$ cat config.mk
export PLATFORM = sky130hd
export DESIGN_NAME = pipelined_adder_flat
export DESIGN_NICKNAME = d
export VERILOG_FILES = /design/src/rtl/pipelined_adder_if.sv /design/src/rtl/pipelined_adder.sv /design/src/flat_wrapper.sv
export SDC_FILE = /design/constraint.sdc
export NUM_CORES = 1
export LEC_CHECK = 0
export ABC_AREA = 1
export CORE_UTILIZATION = 55
export DETAILED_ROUTE_END_ITERATION = 10
export PLACE_DENSITY = 0.8
export SYNTH_ARGS = -nofsm -noshare
export SYNTH_HDL_FRONTEND = slang
export SYNTH_SLANG_ARGS = --single-unit
$ cat constraint.sdc
create_clock -name clk -period 4.1 [get_ports clk]
set_input_delay 1.23 -clock clk [delete_from_list [all_inputs] [get_ports clk]]
set_output_delay 1.23 -clock clk [all_outputs]
set_load 0.005 [all_outputs]
$ cat src/rtl/pipelined_adder_if.sv
`default_nettype none
// ============================================================================
// Module      : pipelined_adder_if
// Description : Operand/result handshake bundle for pipelined_adder.
//               master = producer/consumer side, slave = adder side.
// Revision    : 1.0 - initial release
// ============================================================================
interface pipelined_adder_if #(
    parameter int WIDTH = 16
) ();
    // Operand side
    logic             in_valid;
    logic             in_ready;
    logic [WIDTH-1:0] a;
    logic [WIDTH-1:0] b;
    logic             carryin;
    logic             sub;

    // Result side
    logic             out_valid;
    logic             out_ready;
    logic [WIDTH-1:0] sum;
    logic             carryout;
    logic             overflow;

    modport master (
        output in_valid, a, b, carryin, sub, out_ready,
        input  in_ready, out_valid, sum, carryout, overflow
    );

    modport slave (
        input  in_valid, a, b, carryin, sub, out_ready,
        output in_ready, out_valid, sum, carryout, overflow
    );
endinterface
`default_nettype wire

$ cat src/rtl/pipelined_adder.sv
`default_nettype none
// ============================================================================
// Module      : pipelined_adder
// Description : Carry-pipelined adder/subtractor. The operands are split into
//               SEG-bit segments; stage k adds segment k using the carry
//               registered by stage k-1. Not-yet-used operand bits travel in
//               skew registers, finished sum bits travel in deskew registers,
//               so the full result leaves the last stage aligned.
//               Valid/ready flow control: the whole pipe advances when the
//               output slot is empty or being consumed, otherwise it freezes.
//               WIDTH must be an integer multiple of SEG.
// Revision    : 1.0 - initial release
// ============================================================================
module pipelined_adder #(
    parameter int WIDTH = 16,
    parameter int SEG   = 4
) (
    input  wire logic        clk,
    input  wire logic        reset,
    pipelined_adder_if.slave bus
);

    localparam int STAGES = WIDTH / SEG;

    // ------------------------------------------------------------------
    // Flow control and operand conditioning
    // ------------------------------------------------------------------
    logic             w_advance;
    logic [WIDTH-1:0] w_b_eff;
    logic             w_cin_eff;

    // The pipe moves as one: it can shift whenever the output slot frees up.
    assign w_advance    = bus.out_ready | ~bus.out_valid;
    assign bus.in_ready = w_advance;

    // Subtraction is a + ~b + 1; the external carry only matters when adding.
    assign w_b_eff   = bus.sub ? ~bus.b : bus.b;
    assign w_cin_eff = bus.sub | bus.carryin;

    // ------------------------------------------------------------------
    // Segment stages
    // ------------------------------------------------------------------
    for (genvar k = 0; k < STAGES; k++) begin : g_stage
        // Operand bits still pending after this stage has consumed its segment
        localparam int c_UW = WIDTH - (k + 1) * SEG;

        logic                   w_vin;
        logic                   w_cin;
        logic [SEG-1:0]         w_sa;
        logic [SEG-1:0]         w_sb;
        logic [SEG:0]           w_add;
        logic [(k+1)*SEG-1:0]   w_res_next;

        logic                   r_valid;
        logic                   r_carry;
        logic [(k+1)*SEG-1:0]   r_res;

        if (k == 0) begin : g_head
            // First stage takes its segment straight from the accepted operands
            assign w_vin      = bus.in_valid;
            assign w_cin      = w_cin_eff;
            assign w_sa       = bus.a[SEG-1:0];
            assign w_sb       = w_b_eff[SEG-1:0];
            assign w_res_next = w_add[SEG-1:0];
        end else begin : g_body
            // Later stages take the low segment of the previous stage's skew data
            assign w_vin      = g_stage[k-1].r_valid;
            assign w_cin      = g_stage[k-1].r_carry;
            assign w_sa       = g_stage[k-1].g_skew.r_ua[SEG-1:0];
            assign w_sb       = g_stage[k-1].g_skew.r_ub[SEG-1:0];
            assign w_res_next = {w_add[SEG-1:0], g_stage[k-1].r_res};
        end

        // Segment adder with carry in and carry out
        assign w_add = {1'b0, w_sa} + {1'b0, w_sb} + {{SEG{1'b0}}, w_cin};

        // Stage valid, carry and deskewed partial sum; frozen while stalled
        always_ff @(posedge clk or posedge reset) begin
            if (reset) begin
                r_valid <= 1'b0;
                r_carry <= 1'b0;
                r_res   <= '0;
            end else if (w_advance) begin
                r_valid <= w_vin;
                r_carry <= w_add[SEG];
                r_res   <= w_res_next;
            end
        end

        if (k < STAGES - 1) begin : g_skew
            logic [c_UW-1:0] w_ua_next;
            logic [c_UW-1:0] w_ub_next;
            logic [c_UW-1:0] r_ua;
            logic [c_UW-1:0] r_ub;

            if (k == 0) begin : g_src_in
                assign w_ua_next = bus.a[WIDTH-1:SEG];
                assign w_ub_next = w_b_eff[WIDTH-1:SEG];
            end else begin : g_src_prev
                assign w_ua_next = g_stage[k-1].g_skew.r_ua[c_UW+SEG-1:SEG];
                assign w_ub_next = g_stage[k-1].g_skew.r_ub[c_UW+SEG-1:SEG];
            end

            // Upper operand bits ride along until their stage is reached
            always_ff @(posedge clk or posedge reset) begin
                if (reset) begin
                    r_ua <= '0;
                    r_ub <= '0;
                end else if (w_advance) begin
                    r_ua <= w_ua_next;
                    r_ub <= w_ub_next;
                end
            end
        end

        if (k == STAGES - 1) begin : g_last
            logic w_ovf;
            logic r_ovf;

            // Carry into the MSB is recovered as sum ^ a ^ b at that bit
            assign w_ovf = w_add[SEG] ^ (w_add[SEG-1] ^ w_sa[SEG-1] ^ w_sb[SEG-1]);

            // Overflow flag registered alongside the final carry
            always_ff @(posedge clk or posedge reset) begin
                if (reset) begin
                    r_ovf <= 1'b0;
                end else if (w_advance) begin
                    r_ovf <= w_ovf;
                end
            end
        end
    end

    // ------------------------------------------------------------------
    // Result presentation
    // ------------------------------------------------------------------
    assign bus.out_valid = g_stage[STAGES-1].r_valid;
    assign bus.sum       = g_stage[STAGES-1].r_res;
    assign bus.carryout  = g_stage[STAGES-1].r_carry;
    assign bus.overflow  = g_stage[STAGES-1].g_last.r_ovf;

endmodule
`default_nettype wire

$ cat src/flat_wrapper.sv
// flat-port wrapper written by rule: the top's interface ports become plain ports
module pipelined_adder_flat 
#(
    parameter int WIDTH = 16,
    parameter int SEG   = 4
)
  (clk, reset, bus_in_valid, bus_a, bus_b, bus_carryin, bus_sub, bus_out_ready, bus_in_ready, bus_out_valid, bus_sum, bus_carryout, bus_overflow);
  pipelined_adder_if #(.WIDTH(WIDTH)) bus_i ();
  input  wire logic clk;
  input  wire logic reset;
  input wire logic [$bits(bus_i.in_valid)-1:0] bus_in_valid;
  input wire logic [$bits(bus_i.a)-1:0] bus_a;
  input wire logic [$bits(bus_i.b)-1:0] bus_b;
  input wire logic [$bits(bus_i.carryin)-1:0] bus_carryin;
  input wire logic [$bits(bus_i.sub)-1:0] bus_sub;
  input wire logic [$bits(bus_i.out_ready)-1:0] bus_out_ready;
  output wire logic [$bits(bus_i.in_ready)-1:0] bus_in_ready;
  output wire logic [$bits(bus_i.out_valid)-1:0] bus_out_valid;
  output wire logic [$bits(bus_i.sum)-1:0] bus_sum;
  output wire logic [$bits(bus_i.carryout)-1:0] bus_carryout;
  output wire logic [$bits(bus_i.overflow)-1:0] bus_overflow;
  assign bus_i.in_valid = bus_in_valid;
  assign bus_i.a = bus_a;
  assign bus_i.b = bus_b;
  assign bus_i.carryin = bus_carryin;
  assign bus_i.sub = bus_sub;
  assign bus_i.out_ready = bus_out_ready;
  assign bus_in_ready = bus_i.in_ready;
  assign bus_out_valid = bus_i.out_valid;
  assign bus_sum = bus_i.sum;
  assign bus_carryout = bus_i.carryout;
  assign bus_overflow = bus_i.overflow;
  pipelined_adder #(.WIDTH(WIDTH), .SEG(SEG)) u_core (.clk(clk), .reset(reset), .bus(bus_i));
endmodule
# After elaboration in Yosys (flattened, before gate mapping)
# Index checks and enable logic that the tools add are counted.
# word_totals
regBits	97
in_bits	38
output_inout_bits	20
word_cells	35
# classes
addsub	8
mux	1
n_bitwise	7
# ops
op	count
adder 4 x 4 -> 5 bit	4
adder 5 x 1 -> 5 bit	4
2-to-1 mux 16 bit	1
inverter 16 bit	1
XOR 1 bit	3
OR 1 bit	2
inverter 1 bit	1

# Logic depth before layout (Yosys ltp)
# depth
word_depth	5
ltp_mapped	11
ltp_nobuf	11

# Worst setup path after synthesis
# OpenSTA, ideal clock, no wires.
# synth_path
path_type	input-to-output
from	input bus_out_ready
to	output bus_in_ready
arrival_ns	1.644
required_time_ns	2.870
path_slack_ns	1.226
cell_stages	3
n_path_buf	1
cell_sequence	nor2_4 -> inv_2 -> clkbuf_1
# synth_via
elab_chain_len	1
# synth_lines
element	line	source
start, declared	flat_wrapper.sv:16	input wire logic [$bits(bus_i.out_ready)-1:0] bus_out_ready;
OR 1 bit	pipelined_adder.sv:33	assign w_advance = bus.out_ready | ~bus.out_valid;
end, declared	flat_wrapper.sv:17	output wire logic [$bits(bus_i.in_ready)-1:0] bus_in_ready;
# Every way passes these cells.

# Final worst setup path
# Same ends and word-level chain as after synthesis.

==> summary.txt <==
STA
  • Pin slew with the least headroom to its limit: 0.986 ns
  • Final setup violation count: 0
  • Final hold viol count: 0
  • RSZ-0062 raised after global routing: false
  • Hold slack final: 0.468 ns
  • Worst Setup Slack, final: 0.511 ns
  • Final clock skew: 0.0129 ns
  • Accumulated negative setup slack: 0 ns
  • Max frequency: 279 MHz
  • Clock period minus final worst setup slack: 3.59 ns
  • Max-slew violation total from the final report: 0
  • Period Utilization, post-route: 87.5%
  • Relative slew margins: 34.3%

Clocking
  • CTS H-tree lvls: 3
  • TritonCTS clock tree: built
  • Setup Buffers After CTS: 0
  • CTS Hold Buffers Added: 0
  • Root Buffer: sky130_fd_sc_hd__clkbuf_8
  • Maximum clock insertion buffer count: 2
  • CTS Buf Count: 9
  • Number of sinks driven by the clock tree: 97
  • Resized Gates After CTS: 0
  • Insertion delay of the later-clocked pin in the worst-skew pair: 0.36 ns
  • Clock slew seen by the registers of the worst setup and hold paths: 0.09 ns

Routing
  • Drt first-iter violations: 218
  • Routed wire per std cell: 12.4 um
  • Vias per inst: 4.94
  • Total vias in the final route: 3129
  • Number of routed nets with antenna violations: 0
  • Drc violations: 0
  • TritonRoute pass-1 iters: 4
  • Total wirelength of the detailed-routed design: 7.88 mm

Power
  • Power Total: 3.63 mW
  • Combinational share of power: 37.9%
  • Clk network pwr share: 17.3%
  • Maximum VDD drop: 0.295 mV
  • Power density relative to cell area: 705 nW/um^2
  • Int Pwr: 2.32 mW
  • Sw Share: 36.2%
  • Leakage dissipation: 2.56 nW
  • Net Sw Power: 1.31 mW
  • Sequential fraction of design power: 44.8%

Synthesis
  • FF+latch count, synth: 97
  • Cell variety after synth: 20
  • Net Count, Synth: 538
  • Number of cells produced by synthesis: 480
  • Mean instance size in the synthesized netlist: 8.96 um^2
  • Post-synthesis sequential area ratio: 56.4%
  • Count of warnings emitted by yosys: 0
  • Summed instance area of the synthesized netlist: 4300 um^2

Global route
  • Global-route total usage across every layer: 21.6%
  • Number of antenna violations at the first check in global routing: 0
  • Largest net degree at the start of global routing: 109
  • Congestion Overflow GR: 0
  • Wire length of the first global-routing pass: 14.0 mm
  • Vias in the first global route: 3087

Worst setup path
  • CP Cell Sequence: clkdlybuf4s50_1 > nor2_4 > inv_2 > clkdlybuf4s50_1
  • RR Startpoint: u_core.g_stage[2].g_skew.r_ub[0]
  • Reg2Reg Capture Point: u_core.bus.overflow
  • Worst Setup Start Kind: primary input
  • Maximum fanout along the worst path: 2
  • Depth of the most critical reg-to-reg path: 10
  • Worst stage delay on the critical path: 0.50 ns
  • CP required: 2.87 ns
  • Category of the most critical setup path: in -> out
  • Cell with the largest stage delay on the worst path: sky130_fd_sc_hd__clkdlybuf4s50_1
  • FF-to-FF setup slack: 2.33 ns
  • Crit path DAT: 2.36 ns
  • Category of the worst setup path capture point: primary output
  • Most frequent cell on the critical path: sky130_fd_sc_hd__clkdlybuf4s50_1

Floorplan
  • I/O pin count: 58
  • Die height: 90.5 um
  • Die ar.: 8180 um^2
  • Starting density of the core: 58.1%
  • Floorplan row count: 31
  • Die Width: 90.5 um
  • Standard cell core area: 7410 um^2

Hold path
  • Worst Hold Depth: 2
  • Startpoint of the worst hold path: u_core.g_stage[2].r_valid
  • Hold WC Path Type: reg -> reg
  • Sink of the worst hold path: u_core.bus.out_valid

Finish
  • Most common cell after layout, fill and taps aside: sky130_fd_sc_hd__nand2_1
  • Final Non-Filler Cells: 634
  • Share of cells above drive strength 1: 4.11%
  • Diodes inserted: 0
  • Layout area overhead: 19.7%
  • Commonest cells after routing, fill and taps aside: sky130_fd_sc_hd__nand2_1, sky130_fd_sc_hd__dfrtp_1, sky130_fd_sc_hd__clkdlybuf4s50_1
  • Post-layout nets: 588

Place
  • Total of buffers placed on input and output ports: 57
  • Placed cell count: 618
  • Placer's final routability congestion estimate: 0.841
  • Post-detailed-placement half-perimeter wirelength: 5.11 mm
  • Minimum setup slack after placement: 0.514 ns

Flow run
  • Max Cap Violations: 0

Outcome
  • Status: finished, final reports clean
## critical path: cells and delay by family
family / cells / cell delay, ns
buf+inv: 3 / 1.07
simple gates: 1 / 0.05
## state kept, by name, indices dropped and copies added, names as in the netlist
signal and cells:
u_core.g_stage.r_valid 3, u_core.bus.overflow 1, u_core.g_stage.r_res 24, u_core.bus.out_valid 1, u_core.g_stage.g_skew.r_ub 24, u_core.g_stage.r_carry 3, u_core.bus.carryout 1, u_core.bus.sum 16
u_core.g_stage.g_skew.r_ua 24
## synth_stat cells
cell                       count  area [um^2]
sky130_fd_sc_hd__a21o_1        1         7.51
sky130_fd_sc_hd__a21oi_1       8         40.0
sky130_fd_sc_hd__a31oi_1       2         12.5
sky130_fd_sc_hd__buf_2         8         40.0
sky130_fd_sc_hd__buf_4         2         15.0
sky130_fd_sc_hd__clkbuf_1     12         45.0
sky130_fd_sc_hd__dfrtp_1      97         2430
sky130_fd_sc_hd__fa_1          8          160
sky130_fd_sc_hd__ha_1         12          150
sky130_fd_sc_hd__inv_1        26         97.6
sky130_fd_sc_hd__inv_2         1         3.75
sky130_fd_sc_hd__nand2_1     218          818
sky130_fd_sc_hd__nand3_1      11         55.1
sky130_fd_sc_hd__nand3b_1      1         7.51
sky130_fd_sc_hd__nor2_1       17         63.8
sky130_fd_sc_hd__nor2_4        1         11.3
sky130_fd_sc_hd__o21ai_0      35          175
sky130_fd_sc_hd__o31ai_1       2         15.0
sky130_fd_sc_hd__xnor2_1      15          131
sky130_fd_sc_hd__xor2_1        3         26.3
## cell type report
type                       instances  area, um^2
clock buffer                      12         155
clock inverter                     4        51.3
fill                             587        2260
inverter                          27         104
multi-input combinational        334        1670
sequential                        97        2430
tap                               99         124
timing repair buffer              61         613
## worst max path at each step
stage / start / end / cells after the start
floorplan: reset / u_core.bus.carryout / 1
global placement: bus_out_ready / bus_in_ready / 4
detailed placement: bus_out_ready / bus_in_ready / 4
CTS: bus_out_ready / bus_in_ready / 4
global route: bus_out_ready / bus_in_ready / 4
finish: bus_out_ready / bus_in_ready / 4
## cells by family after synthesis
kind of cell / Yosys count / share of synthesized area (%)
AO/OA/AOI/OAI: 48 / 5.82
XOR/XNOR: 18 / 3.66
buffers and inverters: 49 / 4.68
AND/OR/NAND/NOR: 248 / 22.2
adder cells (fa/ha/maj): 20 / 7.21
flip-flops: 97 / 56.4
## metrics by stage
stage          util [%]  area (um^2)
3_5_place_dp       66.7         4940
4_1_cts            69.5         5150
2_1_floorplan         -         4300
6_report           69.5         5150
3_3_place_gp       66.7         4940
5_1_grt            69.5         5150
## power groups by stage
stage	Combinational [mW]	Sequential, mW	Clock (mW)
2_1_floorplan	0.925	1.60	0
3_3_place_gp	1.32	1.62	0
3_5_place_dp	1.37	1.64	0
4_1_cts	1.39	1.63	0.641
5_1_grt	1.60	1.68	0.680
6_report	1.38	1.63	0.628
## routing by layer
layer | GRT usage, % | part of all wire [%]
met2 | 34.0 | 45
met1 | 30.2 | 51
met5 | 0 | 0
met4 | 7.66 | 1.2
met3 | 4.29 | 3.2
Power figures use the tool's default switching activity.
